**config.mk**
```make
export PLATFORM = sky130hd
export DESIGN_NAME = axis_multi_tone_generator
export DESIGN_NICKNAME = d
export VERILOG_FILES = /design/src/rtl/axis_multi_tone_generator.sv
export SDC_FILE = /design/constraint.sdc
export NUM_CORES = 1
export LEC_CHECK = 0
export CAP_MARGIN = 20
export CORE_MARGIN = 3
export CORE_UTILIZATION = 57
export CTS_CLUSTER_DIAMETER = 30
export DETAILED_ROUTE_END_ITERATION = 8
export PLACE_DENSITY = 0.86
export SYNTH_ARGS = -nofsm -noshare
export SYNTH_HDL_FRONTEND = slang
export SYNTH_SLANG_ARGS = --single-unit
```
**constraint.sdc**
```tcl
create_clock -name clk -period 4.35 [get_ports clk]
set_input_delay 0.87 -clock clk [delete_from_list [all_inputs] [get_ports clk]]
set_output_delay 0.87 -clock clk [all_outputs]
set_load 0.01 [all_outputs]
```
**src/rtl/axis_multi_tone_generator.sv**
```systemverilog
// Multi-channel AXI-Stream tone source: per-channel phase accumulators, interleaved beats, packet TLAST.
// Optional macro TONE_GEN_SIGNED_EN selects two's-complement samples instead of offset binary.
module axis_multi_tone_generator #(
    parameter int AXIS_DATA_WIDTH = 32,
    parameter int AXIS_KEEP_WIDTH = AXIS_DATA_WIDTH / 8,
    parameter int SAMPLE_WIDTH    = 16,
    parameter int ACC_WIDTH       = 32,
    parameter int NUM_CHANNELS    = 2,
    parameter int PACKET_SIZE     = 256
) (
    input  logic                              clk,
    input  logic                              resetn,
    input  logic                              cfg_enable,
    input  logic [1:0]                        cfg_waveform,
    input  logic [NUM_CHANNELS*ACC_WIDTH-1:0] cfg_increment,
    output logic [AXIS_DATA_WIDTH-1:0]        axis_tdata,
    output logic                              axis_tvalid,
    input  logic                              axis_tready,
    output logic                              axis_tlast,
    output logic [AXIS_KEEP_WIDTH-1:0]        axis_tkeep
);

    localparam int CH_W  = (NUM_CHANNELS > 1) ? $clog2(NUM_CHANNELS) : 1;
    localparam int CNT_W = (PACKET_SIZE > 1) ? $clog2(PACKET_SIZE) : 1;
    localparam logic [CH_W-1:0]  LAST_CH   = CH_W'(NUM_CHANNELS - 1);
    localparam logic [CNT_W-1:0] LAST_BEAT = CNT_W'(PACKET_SIZE - 1);

    typedef enum logic {IDLE, RUN} state_t;
    typedef enum logic [1:0] {WAVE_SAW, WAVE_SQUARE, WAVE_TRIANGLE, WAVE_SILENCE} wave_t;

    state_t                     state, state_n;
    wave_t                      wave_l, wave_n;
    logic [ACC_WIDTH-1:0]       acc   [NUM_CHANNELS];
    logic [ACC_WIDTH-1:0]       acc_n [NUM_CHANNELS];
    logic [ACC_WIDTH-1:0]       inc_l [NUM_CHANNELS];
    logic [ACC_WIDTH-1:0]       inc_n [NUM_CHANNELS];
    logic [CH_W-1:0]            ch, ch_n, ch_nx;
    logic [CNT_W-1:0]           cnt, cnt_n, cnt_nx;
    logic [ACC_WIDTH-1:0]       adv, acc_nx;
    logic [AXIS_DATA_WIDTH-1:0] tdata_r, tdata_n;
    logic                       tvalid_r, tvalid_n, tlast_r, tlast_n;

    function automatic logic [AXIS_DATA_WIDTH-1:0] fmt(input logic [ACC_WIDTH-1:0] a,
                                                       input wave_t w);
        logic [SAMPLE_WIDTH-1:0] s;
        logic [SAMPLE_WIDTH-1:0] top;
        logic [SAMPLE_WIDTH-1:0] t;
        top = a[ACC_WIDTH-1 -: SAMPLE_WIDTH];
        t   = a[ACC_WIDTH-2 -: SAMPLE_WIDTH];
        case (w)
            WAVE_SAW:      s = top;
            WAVE_SQUARE:   s = a[ACC_WIDTH-1] ? '1 : '0;
            WAVE_TRIANGLE: s = a[ACC_WIDTH-1] ? ~t : t;
            default:       s = '0;
        endcase
`ifdef TONE_GEN_SIGNED_EN
        s[SAMPLE_WIDTH-1] = ~s[SAMPLE_WIDTH-1];
        fmt = (w == WAVE_SILENCE) ? '0 : AXIS_DATA_WIDTH'($signed(s));
`else
        fmt = AXIS_DATA_WIDTH'(s);
`endif
    endfunction

    always_comb begin
        state_n  = state;
        wave_n   = wave_l;
        acc_n    = acc;
        inc_n    = inc_l;
        ch_n     = ch;
        cnt_n    = cnt;
        tdata_n  = tdata_r;
        tvalid_n = tvalid_r;
        tlast_n  = tlast_r;
        ch_nx    = (ch == LAST_CH) ? '0 : ch + 1'b1;
        cnt_nx   = (cnt == LAST_BEAT) ? '0 : cnt + 1'b1;
        adv      = acc[ch] + inc_l[ch];
        acc_nx   = (NUM_CHANNELS == 1) ? adv : acc[ch_nx];

        case (state)
            IDLE: begin
                tvalid_n = 1'b0;
                tlast_n  = 1'b0;
                if (cfg_enable) begin
                    // Packets end on a frame boundary, so ch is already 0 here.
                    state_n  = RUN;
                    wave_n   = wave_t'(cfg_waveform);
                    for (int unsigned c = 0; c < NUM_CHANNELS; c++)
                        inc_n[c] = cfg_increment[c*ACC_WIDTH +: ACC_WIDTH];
                    tvalid_n = 1'b1;
                    tdata_n  = fmt(acc[0], wave_t'(cfg_waveform));
                    tlast_n  = (cnt == LAST_BEAT);
                end
            end
            default: begin
                if (tvalid_r && axis_tready) begin
                    acc_n[ch] = adv;
                    ch_n      = ch_nx;
                    cnt_n     = cnt_nx;
                    if (ch == LAST_CH) begin
                        wave_n = wave_t'(cfg_waveform);
                        for (int unsigned c = 0; c < NUM_CHANNELS; c++)
                            inc_n[c] = cfg_increment[c*ACC_WIDTH +: ACC_WIDTH];
                    end
                    if (tlast_r && !cfg_enable) begin
                        state_n  = IDLE;
                        tvalid_n = 1'b0;
                        tlast_n  = 1'b0;
                    end else begin
                        tdata_n = fmt(acc_nx, wave_n);
                        tlast_n = (cnt_nx == LAST_BEAT);
                    end
                end
            end
        endcase
    end

    always_ff @(posedge clk) begin
        if (!resetn) begin
            state    <= IDLE;
            wave_l   <= WAVE_SAW;
            for (int unsigned c = 0; c < NUM_CHANNELS; c++) begin
                acc[c]   <= '0;
                inc_l[c] <= '0;
            end
            ch       <= '0;
            cnt      <= '0;
            tdata_r  <= '0;
            tvalid_r <= 1'b0;
            tlast_r  <= 1'b0;
        end else begin
            state    <= state_n;
            wave_l   <= wave_n;
            acc      <= acc_n;
            inc_l    <= inc_n;
            ch       <= ch_n;
            cnt      <= cnt_n;
            tdata_r  <= tdata_n;
            tvalid_r <= tvalid_n;
            tlast_r  <= tlast_n;
        end
    end

    assign axis_tdata  = tdata_r;
    assign axis_tvalid = tvalid_r;
    assign axis_tlast  = tlast_r;
    assign axis_tkeep  = '1;

endmodule

```
==> impl_metrics.ini <==
[outcome]
status = completed

[synthesis]
yosysSeqAreaShare_pct = 33.7
synth_top_area_share_pct = 33.7
syn_inst = 1195
ys_ff_latch = 158
yosysTopAreaCell = dfxtp_1
ys_async_sr_fraction_pct = 0
synth.avg_cell_area_um2 = 7.85
synth_area_leaders = dfxtp_1, nand2_1, a21oi_1, mux2_2, ha_1
synth_edf_count = 0
ys.flop_type = dfxtp_1
yosys_warnings = 0
synth_most_common_cell = nand2_1
synth_cell_types = 63
synth_commonest_cells = nand2_1, a21oi_1, dfxtp_1
synth_area_um2 = 9380

[setup_path]
cp_max_fo = 45
critPathCaptureType = flop
worstSetupPathType = flop to flop
required_ps = 4650
arrival_ps = 3990
start_kind = flop

[cts]
clockBufferDepth = 2
htreeDepth = 4
cts_sinks = 158
cts_root_buf = clkbuf_16
clk_pin_slew_ps = 60
holdBufCountCts = 0
clock_latency_ps = 440
cts_resized = 0
cts_setup_buffers = 0
cts_tree = built
cts_buffers = 17

[timing]
tns_ps = 0
fmax_mhz = 270
tightest_slew_ps = 1010
slew-limit-headroom_pct = 32.5
rsz0062_at_grt = no
period_needed_ps = 3700
fin_skew_ps = 13.2
slew_violations = 0
finalSetupViolCount = 0
fin_crit_sh_pct = 85.0
finalHoldViolations = 0

[min_path]
hp-class = flop to flop

[pwr]
p_per_area_nw_per_um2 = 312
ir_drop_v = 0.000292
p_leak_nw = 4.14

[routing]
drt_first_pass_iters = 5
drc = 0
routed_wl_um = 23000
drt_first_iter_violations = 675
num_vias = 8585
wire_per_inst_um = 15.7
vias_per_cell = 5.86
ant_nets = 0

[die]
die_area_um2 = 18000
boundaryPins = 108
initial_utilization_pct = 58.6
die_w_um = 134
core_um2 = 16000
die_h_um = 134
rows = 46

[global_routing]
grt_pass1_vias = 8025
grt_pass1_wl_um = 38200
overflow = 0
antenna_found_initial = 0
grt_usage_pct = 25.6
grt_max_degree = 46

[place]
gp_congestion = 0.915
port_buffers = 87
dpl.hpwl_um = 16000

[cells_and_area]
antenna_cells = 0
final_util_pct = 68.2
drive_gt1_share_pct = 10.9
area_growth_pct = 16.4
fin_nets = 1339

[run]
cap_violations = 0
-- cell families after synthesis --
logic type                 after synthesis  synth area share (%)
and+or+nand+nor                        391                  18.1
adders and majority gates               34                  4.61
AOI/OAI and AO/OA                      363                  23.5
muxes                                   82                  9.63
DFF                                    158                  33.7
buffers and inverters                  113                  5.51
xor gates and xnor gates                52                  4.85
other                                    2                0.0801
-- through the flow --
step | power [mW] | hold WS [ps] | setup slack [ps] | cell area [um^2] | instances
after floorplan | 1.79 | 420 | 637 | 9450 | 1213
after global placement | 1.92 | 429 | 868 | 10300 | 1431
after detailed placement | 1.93 | 440 | 699 | 10300 | 1431
after CTS | 3.42 | 449 | 691 | 10900 | 1463
after global routing | 3.53 | 464 | 483 | 10900 | 1464
final | 3.41 | 449 | 653 | 10900 | 1464
-- area by class of cell --
| type | instances | area (um^2) |
|---|---|---|
| clock inverter | 13 | 153 |
| timing repair buffer | 108 | 1060 |
| tap | 216 | 270 |
| multi-input combinational | 942 | 5790 |
| clock buffer | 19 | 443 |
| inverter | 8 | 31.3 |
| sequential | 158 | 3170 |
| fill | 1343 | 5080 |
-- placed cells by master (no fill, tap or decap), types with 4 or more instances in the layout --
| cell | netlist | layout |
|---|---|---|
| clkdlybuf4s50_1 | 0 | 87 |
| and3_1 | 8 | 8 |
| o211ai_1 | 6 | 6 |
| nor2_1 | 73 | 72 |
| o21ai_0 | 75 | 74 |
| a22oi_1 | 16 | 16 |
| nand3_1 | 20 | 20 |
| or3_1 | 7 | 7 |
| nor3_1 | 11 | 11 |
| a211oi_1 | 20 | 20 |
| inv_1 | 8 | 7 |
| a22o_1 | 19 | 19 |
| a31oi_1 | 11 | 11 |
| mux2_2 | 63 | 63 |
| o21a_1 | 5 | 5 |
| inv_6 | 0 | 6 |
| nor2b_1 | 24 | 24 |
| dfxtp_1 | 158 | 157 |
| clkbuf_16 | 0 | 17 |
| xnor2_1 | 21 | 21 |
| nand4_1 | 14 | 14 |
| conb_1 | 2 | 20 |
| ha_1 | 33 | 33 |
| mux2i_1 | 18 | 18 |
| a21o_1 | 17 | 16 |
| buf_4 | 21 | 18 |
| xor2_1 | 31 | 31 |
| a21oi_1 | 160 | 158 |
| nand2_1 | 217 | 217 |
| o21ai_2 | 3 | 4 |
-- metal layers --
metal / GRT usage, % / routed length [um] / vias to the layer above
met1: 31.3 / 9620 / 3991
met3: 4.99 / 1430 / 43
met4: 10.5 / 531 / 0
met5: 0 / 0 / -
met2: 44.2 / 11400 / 288
li1: - / - / 4263
-- worst max-delay path, stage by stage (launching register included) --
cell,delay (ps)
dfxtp_4,740
buf_12,300
mux2_2,360
ha_1,380
a21o_1,200
a21o_1,190
a21o_1,190
a311o_1,380
a21oi_4,230
o31a_2,230
xor2_1,190
o21ai_0,120
-- state kept, by name (all words and copies together) (netlist names) --
name and count:
axis_tvalid 1, acc 64, axis_tdata 16, wave_l 2
inc_l 64, ch 1, state 1, axis_tlast 1
cnt 8
-- final timing paths --
path	from	endpoint	slack (ps)	cells past startpoint
setup reg to reg	ch	acc[29]	650	11
hold reg to reg	inc_l[26]	inc_l[26]	450	2
setup / recovery	ch	acc[29]	650	11
hold / removal	inc_l[26]	inc_l[26]	450	2
-- report_power, final --
part | internal (mW) | switching, mW
combinational | 0.168 | 0.213
sequential | 1.49 | 0.0290
clock | 0.874 | 0.635
No activity file was read; power rests on OpenSTA's default activity.
